$ cat config.mk
export PLATFORM = sky130hd
export DESIGN_NAME = jtdd_rom_slot
export DESIGN_NICKNAME = d
export VERILOG_FILES = /design/src/rtl/jtdd_pkg.sv /design/src/rtl/jtdd_rom_cache2.sv /design/src/rtl/jtdd_rom_slot.sv
export SDC_FILE = /design/constraint.sdc
export NUM_CORES = 1
export LEC_CHECK = 0
export ABC_AREA = 1
export BUFFER_PORTS_ARGS = -buffer_cell sky130_fd_sc_hd__buf_4
export CAP_MARGIN = 20
export CELL_PAD_IN_SITES_DETAIL_PLACEMENT = 0
export CELL_PAD_IN_SITES_GLOBAL_PLACEMENT = 2
export CORE_MARGIN = 4
export CORE_UTILIZATION = 39
export CTS_BUF_LIST = sky130_fd_sc_hd__clkbuf_8
export DETAILED_ROUTE_END_ITERATION = 10
export GPL_ROUTABILITY_DRIVEN = 0
export PLACE_DENSITY_LB_ADDON = 0.1
export SLEW_MARGIN = 15
export SYNTH_ARGS = -nofsm -noshare
export SYNTH_HDL_FRONTEND = slang
export SYNTH_HIERARCHICAL = 1
export SYNTH_SLANG_ARGS = --single-unit
$ cat constraint.sdc
create_clock -name clk -period 4.5 [get_ports clk]
set_input_delay 1.125 -clock clk [delete_from_list [all_inputs] [get_ports clk]]
set_output_delay 1.125 -clock clk [all_outputs]
set_load 0.05 [all_outputs]
$ cat src/rtl/jtdd_pkg.sv
// Shared definitions for the jtdd graphics ROM slots: fetch FSM encoding,
// SDRAM word width and the word base address of each graphics ROM region.
package jtdd_pkg;

    typedef enum logic [1:0] {
        ST_IDLE = 2'd0,
        ST_REQ  = 2'd1,
        ST_WAIT = 2'd2
    } fetch_state_t;

    localparam int SDRAM_DW = 16;

    localparam logic [21:0] CHAR_OFFSET = 22'h00_0000;
    localparam logic [21:0] SCR_OFFSET  = 22'h04_0000;
    localparam logic [21:0] OBJ_OFFSET  = 22'h08_0000;

    // Even byte lives in the low half of the SDRAM word.
    function automatic logic [7:0] byte_sel(input logic [SDRAM_DW-1:0] word, input logic odd);
        return odd ? word[15:8] : word[7:0];
    endfunction

endpackage

$ cat src/rtl/jtdd_rom_cache2.sv
// Two-entry word cache: tag compare on both entries every cycle, single write
// port filling the entry under a round-robin replace pointer.
module jtdd_rom_cache2
    import jtdd_pkg::*;
#(
    parameter int TW = 14
)(
    input  logic                clk,
    input  logic                rst,
    input  logic [TW-1:0]       rd_tag,
    output logic                tag_hit,
    output logic [SDRAM_DW-1:0] rd_word,
    input  logic                wr_en,
    input  logic [TW-1:0]       wr_tag,
    input  logic [SDRAM_DW-1:0] wr_word
);

    logic [TW-1:0]       tag_reg  [2];
    logic [SDRAM_DW-1:0] data_reg [2];
    logic [1:0]          valid_reg;
    logic                ptr_reg;
    logic [1:0]          match;

    generate
        for (genvar gi = 0; gi < 2; gi++) begin : g_entry
            assign match[gi] = valid_reg[gi] && (tag_reg[gi] == rd_tag);

            // Payload needs no reset: the valid bit gates every use of it.
            always_ff @(posedge clk) begin
                if (wr_en && (ptr_reg == 1'(gi))) begin
                    tag_reg[gi]  <= wr_tag;
                    data_reg[gi] <= wr_word;
                end
            end
        end
    endgenerate

    always_ff @(posedge clk or posedge rst) begin
        if (rst) begin
            valid_reg <= 2'b00;
            ptr_reg   <= 1'b0;
        end else if (wr_en) begin
            valid_reg[ptr_reg] <= 1'b1;
            ptr_reg            <= ~ptr_reg;
        end
    end

    assign tag_hit = |match;
    // Entry 0 takes priority should both ever match.
    assign rd_word = match[0] ? data_reg[0] : data_reg[1];

endmodule

$ cat src/rtl/jtdd_rom_slot.sv
// Graphics-layer ROM slot: serves byte reads from a two-word cache and fetches
// missing 16-bit words from the shared SDRAM controller.
module jtdd_rom_slot
    import jtdd_pkg::*;
#(
    parameter int              AW     = 15,
    parameter int              SDW    = 22,
    parameter logic [SDW-1:0]  OFFSET = '0
)(
    input  logic                clk,
    input  logic                rst,
    input  logic                slot_cs,
    input  logic [AW-1:0]       slot_addr,
    output logic [7:0]          slot_dout,
    output logic                slot_ok,
    output logic                sdram_req,
    output logic [SDW-1:0]      sdram_addr,
    input  logic                sdram_ack,
    input  logic                data_rdy,
    input  logic [SDRAM_DW-1:0] sdram_din
);

    localparam int TW = AW - 1;

    logic [TW-1:0]       word_idx;
    logic                tag_hit;
    logic                hit;
    logic                fill;
    logic [SDRAM_DW-1:0] hit_word;

    fetch_state_t        state_reg;
    logic                ok_reg;
    logic [AW-1:0]       addr_reg;
    logic [7:0]          dout_reg;
    logic                req_reg;
    logic [SDW-1:0]      sdaddr_reg;
    logic [TW-1:0]       fetch_tag_reg;

    assign word_idx = slot_addr[AW-1:1];
    assign hit      = slot_cs && tag_hit;
    // An ack carrying data in the same cycle completes the fetch straight from REQ.
    assign fill     = data_rdy && ((state_reg == ST_WAIT) ||
                                   (state_reg == ST_REQ && sdram_ack));

    jtdd_rom_cache2 #(
        .TW      (TW)
    ) u_cache (
        .clk     (clk),
        .rst     (rst),
        .rd_tag  (word_idx),
        .tag_hit (tag_hit),
        .rd_word (hit_word),
        .wr_en   (fill),
        .wr_tag  (fetch_tag_reg),
        .wr_word (sdram_din)
    );

    always_ff @(posedge clk or posedge rst) begin
        if (rst) begin
            ok_reg   <= 1'b0;
            addr_reg <= '0;
            dout_reg <= '0;
        end else begin
            ok_reg   <= hit;
            addr_reg <= slot_addr;
            if (hit) begin
                dout_reg <= byte_sel(hit_word, slot_addr[0]);
            end
        end
    end

    always_ff @(posedge clk or posedge rst) begin
        if (rst) begin
            state_reg     <= ST_IDLE;
            req_reg       <= 1'b0;
            sdaddr_reg    <= '0;
            fetch_tag_reg <= '0;
        end else begin
            case (state_reg)
                ST_IDLE: begin
                    if (slot_cs && !tag_hit) begin
                        sdaddr_reg    <= OFFSET + {{(SDW-TW){1'b0}}, word_idx};
                        fetch_tag_reg <= word_idx;
                        req_reg       <= 1'b1;
                        state_reg     <= ST_REQ;
                    end
                end
                ST_REQ: begin
                    if (sdram_ack) begin
                        req_reg   <= 1'b0;
                        state_reg <= data_rdy ? ST_IDLE : ST_WAIT;
                    end
                end
                ST_WAIT: begin
                    if (data_rdy) begin
                        state_reg <= ST_IDLE;
                    end
                end
                default: state_reg <= ST_IDLE;
            endcase
        end
    end

    // Guard drops ok in the very cycle the client moves to another address.
    assign slot_ok    = ok_reg && (slot_addr == addr_reg);
    assign slot_dout  = dout_reg;
    assign sdram_req  = req_reg;
    assign sdram_addr = sdaddr_reg;

endmodule
==> parameters.txt, run 1 <==
Parameter                              Value

Detailed routing
  Routed len/inst    14.7 µm
  Via count    3,020
  Detailed-routing iteration count for the pre-antenna-repair pass    4
  Via-to-Cell Ratio    4.50
  Antenna violation net count after detailed routing    0
  Count of unresolved DRC violations after routing    0
  Violation count after the first detailed-route iteration    141
  DRT Wirelength    9880 µm

CTS
  CTS tree    built
  Post-CTS setup buffers    0
  Clock transition at the register clock pins on the worst setup and hold paths after CTS    0.09 ns
  H-tree level count    3
  Count of clock tree sinks    104
  Number of hold buffers added after CTS    0
  Number of buffers created by CTS    9
  Clock root buffer    clkbuf_8
  Post-CTS resize count    0
  Later-pin clock latency in the skew report    0.36 ns
  Buffer depth of the longest clock path    2

Synthesis
  Async set or reset register ratio after synthesis    42.3%
  Most numerous cell in the Yosys netlist    nand2_1
  Predominant post-synthesis flop cell    edfxtp_1
  Synth warnings    6
  Main area contributors after synthesis    edfxtp_1, dfrtp_1, nand2_1
  Area leader, netlist    edfxtp_1
  Area share of the leading cell type in the synthesized netlist    40.4%
  Commonest cells in the netlist    nand2_1, inv_1, edfxtp_1, dfrtp_1, nor2_1
  Sequential fraction of the synthesis area    65.1%
  Number of synthesized flops with an enable pin    60
  Unique cell type count in the Yosys netlist    23
  Post-Synthesis Cell Area    4460 µm²
  FF+latch count, synth    104
  Post-synthesis average cell area    9.70 µm²
  Synthesized netlist cell count    460

Placement
  Placed Instances    655
  Worst slack at placement    1.15 ns
  # port buffers    59
  HPWL after detailed placement    6730 µm

Die
  Num rows    38
  Die footprint    13,200 µm²
  Die Width    115 µm
  Starting density of the core    40.4%
  IO Pins    68
  Die Height    115 µm
  Core box area    11,000 µm²

Timing
  Highest clock frequency the design can meet    305 MHz
  Final critical-path setup slack    1.22 ns
  Slew headroom    58.8%
  Min Clock Period, post-route    3.28 ns
  Transition at the pin with the smallest max-transition slack    0.617 ns
  Final number of max-transition violations    0
  Clock skew after layout    0.0109 ns
  Setup repair after global routing missed its margin    no
  Accumulated negative setup slack    0 ns
  Final count of negative-setup-slack endpoints    0
  Final critical-path share of the clock period    72.9%
  Number of endpoints with negative hold slack in the final report    0
  Hold slack final    0.472 ns

Status
  Run status    completed

Global route
  Largest net degree at the start of global routing    42
  Antenna violations before repair    0
  GRT overflow    0
  Via count of the first global-routing pass    2,988
  First-pass GRT wire length    16,000 µm
  Global router's overall resource usage    16.0%

Critical path
  Arrival time at the worst endpoint    2.15 ns
  Startpoint of the worst register-to-register path    u_cache/tag_reg[0][6]
  Register-to-Register Path Depth    11
  Required time of the critical path    3.38 ns
  Cell chain of the critical path    buf_4, inv_6, nand2_2, nand2_1, inv_1, nand2_1, nor2_1, nand2_1, nor2_1, buf_4
  Kind of start point of the critical path    input port
  Crit path max-delay cell type    buf_4
  CP most frequent cell    nand2_1
  R2R setup slack    2.02 ns
  Endpoint type of the worst setup path    primary output
  Crit-path max FO    11
  Kind of cell with the highest combined delay on the critical path    buffers and inverters
  Worst reg2reg path endpoint    slot_dout[7]
  Biggest cell delay along the critical path    0.23 ns
  Buf+Inv Stages, Crit Path    4
  Crit Path Category    in2out

Cells and area
  Number of antenna cells inserted    0
  Area growth from synthesis to final layout    17.6%
  Fraction of layout cells with a size suffix above 1    16.6%
  Number of nets at the end of the flow    562
  Final non-filler cell total    671
  Number of filler instances in the final layout    1,084
  Max reg flops    32

Hold path
  Launch point of the worst hold path    state_reg[1]
  Worst Hold Endpoint    state_reg[0]
  Worst hold path type    reg2reg
  Hold path depth    1

Run
  MaxCap Viol Count    0

Power
  Static Leakage    0.00253 µW
  PD cells    463 nW/µm²
  Peak supply drop    229 µV
kinds of logic (layout without fill, tap and decap cells):
group                     after synthesis  after routing  synth area share (%)
and+or+nand+nor                       213            213                  19.3
buffers and inverters                  91            155                  9.03
DFF                                   104            104                  65.1
other                                   1              8                0.0841
AOI/OAI and AO/OA                      42             42                  4.77
xor gates and xnor gates                9              9                  1.77
final cells by class:
class,count,area (µm²),share of cell area (%)
Inverter,76,290,5.54
Multi-Input combinational cell,272,1180,22.6
Tap cell,140,175,3.34
Sequential cell,104,2900,55.4
Timing Repair Buffer,63,473,9.02
Clock inverter,7,95.1,1.81
Clock buffer,9,124,2.36
cells in the final DEF (no fill, tap or decap), types with 2 or more instances in the layout:
cell type and count:
bufinv_16 2, nand2_1 151, nor2_1 33, xor2_1 2
nand4_1 2, clkbuf_8 9, clkinvlp_4 2, buf_4 63
inv_1 72, o21ai_1 14, conb_1 8, o21ai_0 11
dfrtp_1 44, nand3_1 20, edfxtp_1 60, a21oi_1 16
inv_2 2, xnor2_1 7, clkinv_1 2, nor2_4 2
or2_2 2
worst max-delay path by stage:
stage                      start           end  slack (ns)  cells after the start
global route        slot_addr[0]       slot_ok        1.13                     10
finish              slot_addr[0]       slot_ok        1.22                     10
CTS                 slot_addr[0]       slot_ok        1.22                     10
detailed placement  slot_addr[7]  slot_dout[7]        1.15                     13
floorplan           slot_addr[0]       slot_ok        1.14                      9
global placement    slot_addr[0]       slot_ok        1.18                     10
per-stage QoR:
| step | power, µW | util (%) | area (µm²) |
|---|---|---|---|
| 5_1_grt | 2560 | 47.5 | 5240 |
| 2_1_floorplan | 1620 | - | 4490 |
| 3_3_place_gp | 1820 | 45.6 | 5020 |
| 4_1_cts | 2470 | 47.5 | 5240 |
| 3_5_place_dp | 1830 | 45.6 | 5020 |
| 6_report | 2430 | 47.5 | 5240 |
metal layers:
metal	up-vias	global-route usage (%)	wire length [µm]	share of wire, %
met4	0	4.46	118	1.2
met3	10	4.05	476	4.8
li1	1561	-	-	-
met5	-	0	0	0
met2	65	24.5	4450	45
met1	1384	22.7	4830	49
where the power goes:
group	total (µW)	switching (µW)	internal [µW]
clock network	632	318	314
registers	1250	82.5	1170
logic	547	388	159
total	2430	789	1640
Power figures use the tool's default switching activity.
==> run 2, diff against run 1 <==
--- a/config.mk
+++ b/config.mk
@@ -11,7 +11,7 @@
 export CELL_PAD_IN_SITES_DETAIL_PLACEMENT = 0
 export CELL_PAD_IN_SITES_GLOBAL_PLACEMENT = 2
 export CORE_MARGIN = 4
-export CORE_UTILIZATION = 39
+export CORE_UTILIZATION = 33
 export CTS_BUF_LIST = sky130_fd_sc_hd__clkbuf_8
 export DETAILED_ROUTE_END_ITERATION = 10
 export GPL_ROUTABILITY_DRIVEN = 0
==> constraint.sdc (replaced) <==
create_clock -name clk -period 2.94 [get_ports clk]
set_input_delay 0.735 -clock clk [delete_from_list [all_inputs] [get_ports clk]]
set_output_delay 0.735 -clock clk [all_outputs]
set_load 0.05 [all_outputs]
==> run 2 against run 1 <==
Effect of this change:
- clock power rose by 30%
- register-to-register slack worse by 1.1 ns
- combinational power grew 56%
- wire length increased by 4.2%
- via count rose by 0.66%
- cell count grew 5.8%
- first-iteration DRC count is 38% higher
- flip-flop and latch count stayed put
- worst hold slack worse by 0.24 ns
- clock-buffer cell count increased by 2
- power grew 48%
- cell area rose by 0.69%
- critical path type unchanged
==> parameters.txt, run 2 (synthesis results as in run 1) <==
Parameter                              Value

CTS
  Buffer depth of the longest clock path    2 (unchanged)
  H-tree level count    3 (unchanged)
  CTS tree    built
  Clock root buffer    clkbuf_8
  Post-CTS resize count    0 (unchanged)
  Number of buffers created by CTS    9 (unchanged)
  Later-pin clock latency in the skew report    0.38 ns (+0.02 ns)
  Count of clock tree sinks    104 (unchanged)
  Post-CTS setup buffers    0 (unchanged)
  Number of hold buffers added after CTS    0 (unchanged)
  Clock transition at the register clock pins on the worst setup and hold paths after CTS    0.09 ns (about the same)

Critical path
  Cell chain of the critical path    buf_4, xnor2_1, nand2_1, nor2_1, nand2_1, nor2_1, buf_4
  Kind of cell with the highest combined delay on the critical path    simple AND/OR/NAND/NOR gates
  Crit path max-delay cell type    buf_4
  Arrival time at the worst endpoint    1.78 ns (-0.37 ns)
  Biggest cell delay along the critical path    0.24 ns (about the same)
  Crit Path Category    in2out
  Buf+Inv Stages, Crit Path    2 (-2)
  Kind of start point of the critical path    input port
  Required time of the critical path    2.20 ns (-1.18 ns)
  R2R setup slack    0.94 ns (-1.08 ns)
  Endpoint type of the worst setup path    primary output
  Crit-path max FO    6 (-5)

Timing
  Final critical-path share of the clock period    85.7%
  Clock skew after layout    0.0128 ns (+0.00190 ns)
  Accumulated negative setup slack    0 ns (unchanged)
  Slew headroom    45.9% (-13 points)
  Setup repair after global routing missed its margin    no
  Transition at the pin with the smallest max-transition slack    0.807 ns (+0.190 ns)
  Number of endpoints with negative hold slack in the final report    0 (unchanged)
  Final count of negative-setup-slack endpoints    0 (unchanged)
  Final critical-path setup slack    0.421 ns (-0.799 ns)
  Highest clock frequency the design can meet    397 MHz
  Min Clock Period, post-route    2.52 ns
  Final number of max-transition violations    0 (unchanged)

Die
  Starting density of the core    33.7% (-6.8 points)
  Num rows    42 (+11%)
  Die Width    124 µm (+8.1%)
  IO Pins    68 (unchanged)
  Die Height    124 µm (+8.1%)
  Core box area    13,200 µm² (+20%)
  Die footprint    15,400 µm² (+17%)

Global route
  GRT overflow    0 (unchanged)
  Antenna violations before repair    0 (unchanged)
  Global router's overall resource usage    13.9% (-2.1 points)
  Largest net degree at the start of global routing    32 (-24%)
  First-pass GRT wire length    16,500 µm (+3.1%)
  Via count of the first global-routing pass    2,999 (+0.37%)

Detailed routing
  Violation count after the first detailed-route iteration    195 (+38%)
  Detailed-routing iteration count for the pre-antenna-repair pass    5 (+1)
  Antenna violation net count after detailed routing    0 (unchanged)
  Count of unresolved DRC violations after routing    0 (unchanged)
  Via-to-Cell Ratio    4.28 (-4.9%)
  DRT Wirelength    10,300 µm (+4.2%)
  Routed len/inst    14.5 µm (-1.5%)
  Via count    3,040 (+0.66%)

Cells and area
  Fraction of layout cells with a size suffix above 1    17.0% (+0.47 points)
  Max reg flops    32 (unchanged)
  Sequential cell area    2900 µm² (unchanged)
  Number of filler instances in the final layout    1,339 (+24%)
  Area growth from synthesis to final layout    18.4%
  Most frequent cells in the layout    nand2_1, inv_1, buf_4, edfxtp_1, dfrtp_1
  Most frequent standard cell in the layout excluding fill and tap cells    nand2_1
  Final non-filler cell total    710 (+5.8%)
  Area occupied by multi-input gates    1180 µm² (unchanged)
  Number of nets at the end of the flow    565 (+0.53%)
  Number of antenna cells inserted    0 (unchanged)

Power
  Static Leakage    0.00255 µW (+0.67%)
  Peak supply drop    442 µV (+93%)
  PD cells    679 nW/µm² (+47%)

Hold path
  Worst hold path type    in2async

Placement
  HPWL after detailed placement    7140 µm (+6.0%)
  Placed Instances    694 (+6.0%)
  # port buffers    59 (unchanged)
  Worst slack at placement    0.409 ns (-0.745 ns)

Status
  Run status    completed

Run
  MaxCap Viol Count    0 (unchanged)
-- run 2: metal layers --
metal,track usage (%),routed length (µm)
met5,0,0
met4,4.06,109
met3,4.76,622
met2,21.1,4660
met1,19.1,4900
-- run 2: stage by stage --
stage	utilization (%)	hold slack (ns)	power (µW)	cell area (µm²)
finish	39.9	0.229	3590	5280
global route	39.9	0.197	3800	5280
detailed placement	38.5	0.455	2810	5100
floorplan	-	0.429	2490	4490
CTS	39.9	0.201	3640	5280
global placement	38.5	0.436	2810	5100
-- run 2: area by class of cell --
| cell class | count | share of cell area (%) |
|---|---|---|
| flip-flops and latches | 104 | 55.0 |
| multi-input cells | 272 | 22.4 |
| repair buffers | 66 | 9.62 |
| inverters | 76 | 5.50 |
| well taps | 176 | 4.17 |
| clock buffers | 11 | 2.87 |
| clock inverters | 5 | 0.450 |
-- run 2: power by group --
group	leakage [µW]	switching [µW]	internal, µW	total, µW
combinational	0.00136	598	253	851
clock	0.000100	477	346	823
sequential	0.00109	124	1790	1910
total	0.00255	1200	2390	3590
-- run 2: worst reg2reg max path: cells and delay by family (launching register included) --
| family | cells | cell delay [ns] |
|---|---|---|
| AOI/OAI and AO/OA | 1 | 0.12 |
| and+or+nand+nor | 9 | 1.14 |
| buffers and inverters | 1 | 0.26 |
| DFF | 1 | 0.40 |
-- run 2: worst paths after layout --
check                                 startpoint              end  cells past startpoint
setup reg to reg           u_cache/tag_reg[0][0]     slot_dout[5]                     11
hold / removal                               rst  u_cache/ptr_reg                      2
max in group asynchronous                    rst     slot_dout[0]                      3
min in group clk                    state_reg[1]     state_reg[0]                      1
setup / recovery                   slot_addr[13]          slot_ok                      7
hold reg to reg                     state_reg[1]     state_reg[0]                      1
==> run 3, diff against run 2 <==
--- a/config.mk
+++ b/config.mk
@@ -10,9 +10,8 @@
 export CAP_MARGIN = 20
 export CELL_PAD_IN_SITES_DETAIL_PLACEMENT = 0
 export CELL_PAD_IN_SITES_GLOBAL_PLACEMENT = 2
-export CORE_MARGIN = 4
 export CORE_UTILIZATION = 33
-export CTS_BUF_LIST = sky130_fd_sc_hd__clkbuf_8
+export CTS_BUF_LIST = sky130_fd_sc_hd__clkbuf_4
 export DETAILED_ROUTE_END_ITERATION = 10
 export GPL_ROUTABILITY_DRIVEN = 0
 export PLACE_DENSITY_LB_ADDON = 0.1
==> run 3 against run 2 <==
Effect of this change:
- combinational power fell by 0.7%
- non-clock buffer count fell by 1
- setup slack improved by 0.024 ns
- via count decreased by 0.20%
- largest power group unchanged
- core utilization shrank 0.088 points
- register-to-register slack got worse by 0.02 ns
- first-iteration DRC count is 17% lower
- wire length is 2.8% lower
- maximum frequency up 0.95%
==> parameters.txt, run 3 (synthesis results as in run 1) <==
Parameter                              Value

Cells and area
  Most frequent cells in the layout    nand2_1, inv_1, buf_4, edfxtp_1, dfrtp_1
  Number of nets at the end of the flow    564 (-0.18%)
  Utilization after layout    39.8% (-0.088 points)
  Area growth from synthesis to final layout    17.6%
  Max reg flops    32 (unchanged)
  Fraction of layout cells with a size suffix above 1    16.5% (-0.50 points)
  Most frequent standard cell in the layout excluding fill and tap cells    nand2_1

Critical path
  Crit-path max FO    11 (+5)
  Crit path max-delay cell type    buf_4
  First element of the critical path    slot_addr[0]
  Worst reg2reg path endpoint    slot_dout[1]
  Endpoint type of the worst setup path    primary output
  Crit Path Category    in2out
  Startpoint of the worst register-to-register path    u_cache/tag_reg[0][10]
  Arrival time at the worst endpoint    1.76 ns (-0.02 ns)
  Buf+Inv Stages, Crit Path    4 (+2)
  Required time of the critical path    2.20 ns (about the same)
  Cell chain of the critical path    buf_4, inv_6, nand2_2, nand2_1, inv_1, nand2_1, nor2_1, nand2_1, nor2_1, buf_4
  R2R setup slack    0.92 ns (-0.02 ns)
  Register-to-Register Path Depth    9 (-2)
  Kind of cell with the highest combined delay on the critical path    buffers and inverters
  CP most frequent cell    nand2_1
  Kind of start point of the critical path    input port
  Biggest cell delay along the critical path    0.23 ns (about the same)

Global route
  Routing usage on met2    23.1% (+2.0 points)
  Via count of the first global-routing pass    2,947 (-1.7%)
  Antenna violations before repair    1 (+1)
  GRT overflow    0 (unchanged)
  GR met3 Demand/Resource    2.99% (-1.8 points)
  Global Route met1 Usage    21.9% (+2.8 points)
  Most used routing layer in global routing    met2
  Global router's overall resource usage    15.6% (+1.7 points)
  First-pass GRT wire length    16,000 µm (-3.3%)
  Largest net degree at the start of global routing    32 (unchanged)

Die
  Core box area    13,200 µm² (-0.40%)
  Die Height    118 µm (-4.8%)
  Die footprint    14,000 µm² (-9.4%)
  IO Pins    68 (unchanged)
  Starting density of the core    33.8% (+0.13 points)
  Die Width    118 µm (-4.8%)
  Num rows    42 (unchanged)

Power
  Part of the total power dissipated in combinational logic    23.8% (about the same)
  Sw frac    32.9% (-0.58 points)
  Static Leakage    0.00252 µW (-0.95%)
  PD cells    676 nW/µm² (-0.43%)
  Peak supply drop    326 µV (-26%)
  Clk pwr share    22.3% (-0.7 points)
  Sequential share of power    53.8% (+0.5 points)
  Power spent charging and discharging nets    1170 µW (-2.7%)
  Cell-internal power    2380 µW (-0.19%)

CTS
  Post-CTS setup buffers    0 (unchanged)
  Later-pin clock latency in the skew report    0.46 ns (+0.08 ns)
  H-tree level count    3 (unchanged)
  Count of clock tree sinks    104 (unchanged)
  Clock root buffer    clkbuf_4
  Post-CTS resize count    0 (unchanged)
  Number of hold buffers added after CTS    0 (unchanged)
  Buffer depth of the longest clock path    2 (unchanged)
  CTS tree    built
  Clock transition at the register clock pins on the worst setup and hold paths after CTS    0.14 ns (+0.05 ns)
  Number of buffers created by CTS    9 (unchanged)

Placement
  # port buffers    59 (unchanged)
  HPWL after detailed placement    6850 µm (-4.1%)

Detailed routing
  Violation count after the first detailed-route iteration    161 (-17%)
  Detailed-routing iteration count for the pre-antenna-repair pass    4 (-1)
  Count of unresolved DRC violations after routing    0 (unchanged)
  DRT Wirelength    10,000 µm (-2.8%)
  Antenna violation net count after detailed routing    0 (unchanged)
  Routed len/inst    14.1 µm (-2.6%)
  Via count    3,034 (-0.20%)
  Via-to-Cell Ratio    4.28 (about the same)

Timing
  Final number of max-transition violations    0 (unchanged)
  Final count of negative-setup-slack endpoints    0 (unchanged)
  Final critical-path share of the clock period    84.9% (-0.81 points)
  Hold slack final    0.126 ns (-0.103 ns)
  Accumulated negative setup slack    0 ns (unchanged)
  Transition at the pin with the smallest max-transition slack    0.735 ns (-0.0721 ns)
  Setup repair after global routing missed its margin    no
  Clock skew after layout    0.00984 ns (-0.00297 ns)
  Slew headroom    50.7% (+4.8 points)
  Number of endpoints with negative hold slack in the final report    0 (unchanged)
  Min Clock Period, post-route    2.50 ns (-0.0238 ns)
  Highest clock frequency the design can meet    401 MHz (+0.95%)

Hold path
  Worst hold path type    in2async

Run
  MaxCap Viol Count    0 (unchanged)

Status
  Run status    completed
## run 3: changes by cell type in the layout (fill, tap and decap cells not counted), sizes merged
cell and delta:
buf -1, bufinv +2, clkbuf -1, clkinv -1, diode +1, inv -1
## run 3: layout make-up
type | instances | area [µm²]
fillers | 1344 | 7940
flip-flops and latches | 104 | 2900
multi-input cells | 272 | 1180
repair buffers | 65 | 500
inverters | 76 | 290
well taps | 176 | 220
clock buffers | 10 | 75.1
clock inverters | 5 | 72.6
diodes | 1 | 2.50
## run 3: worst max-delay path by stage
stage / cells after the start / end / slack (ns)
final: 10 / slot_ok / 0.44
after global routing: 10 / slot_ok / 0.30
after floorplan: 6 / u_cache/data_reg[0][0] / 0.06
after global placement: 10 / slot_dout[3] / 0.41
after detailed placement: 10 / slot_dout[3] / 0.36
after CTS: 8 / slot_ok / 0.44
## run 3: power by group through the flow
stage          clock, µW  sequential [µW]  combinational, µW
5_1_grt              885             1940                916
4_1_cts              829             1910                863
3_5_place_dp           0             1950                859
6_report             792             1910                845
3_3_place_gp           0             1940                856
2_1_floorplan          0             2200                287
## run 3: metrics by stage
| stage | total power [µW] | cell area [µm²] | worst slack (ns) | instances |
|---|---|---|---|---|
| floorplan | 2490 | 4490 | 0.0588 | 467 |
| global placement | 2800 | 5100 | 0.414 | 693 |
| detailed placement | 2800 | 5100 | 0.363 | 693 |
| CTS | 3610 | 5250 | 0.437 | 708 |
| global route | 3740 | 5250 | 0.303 | 709 |
| finish | 3550 | 5250 | 0.445 | 709 |
## run 3: metal layers
layer	wire, µm	part of all wire [%]	up-vias
li1	-	-	1564
met1	4980	50	1401
met2	4470	45	57
met3	357	3.6	12
met4	204	2.0	0
met5	0	0	-
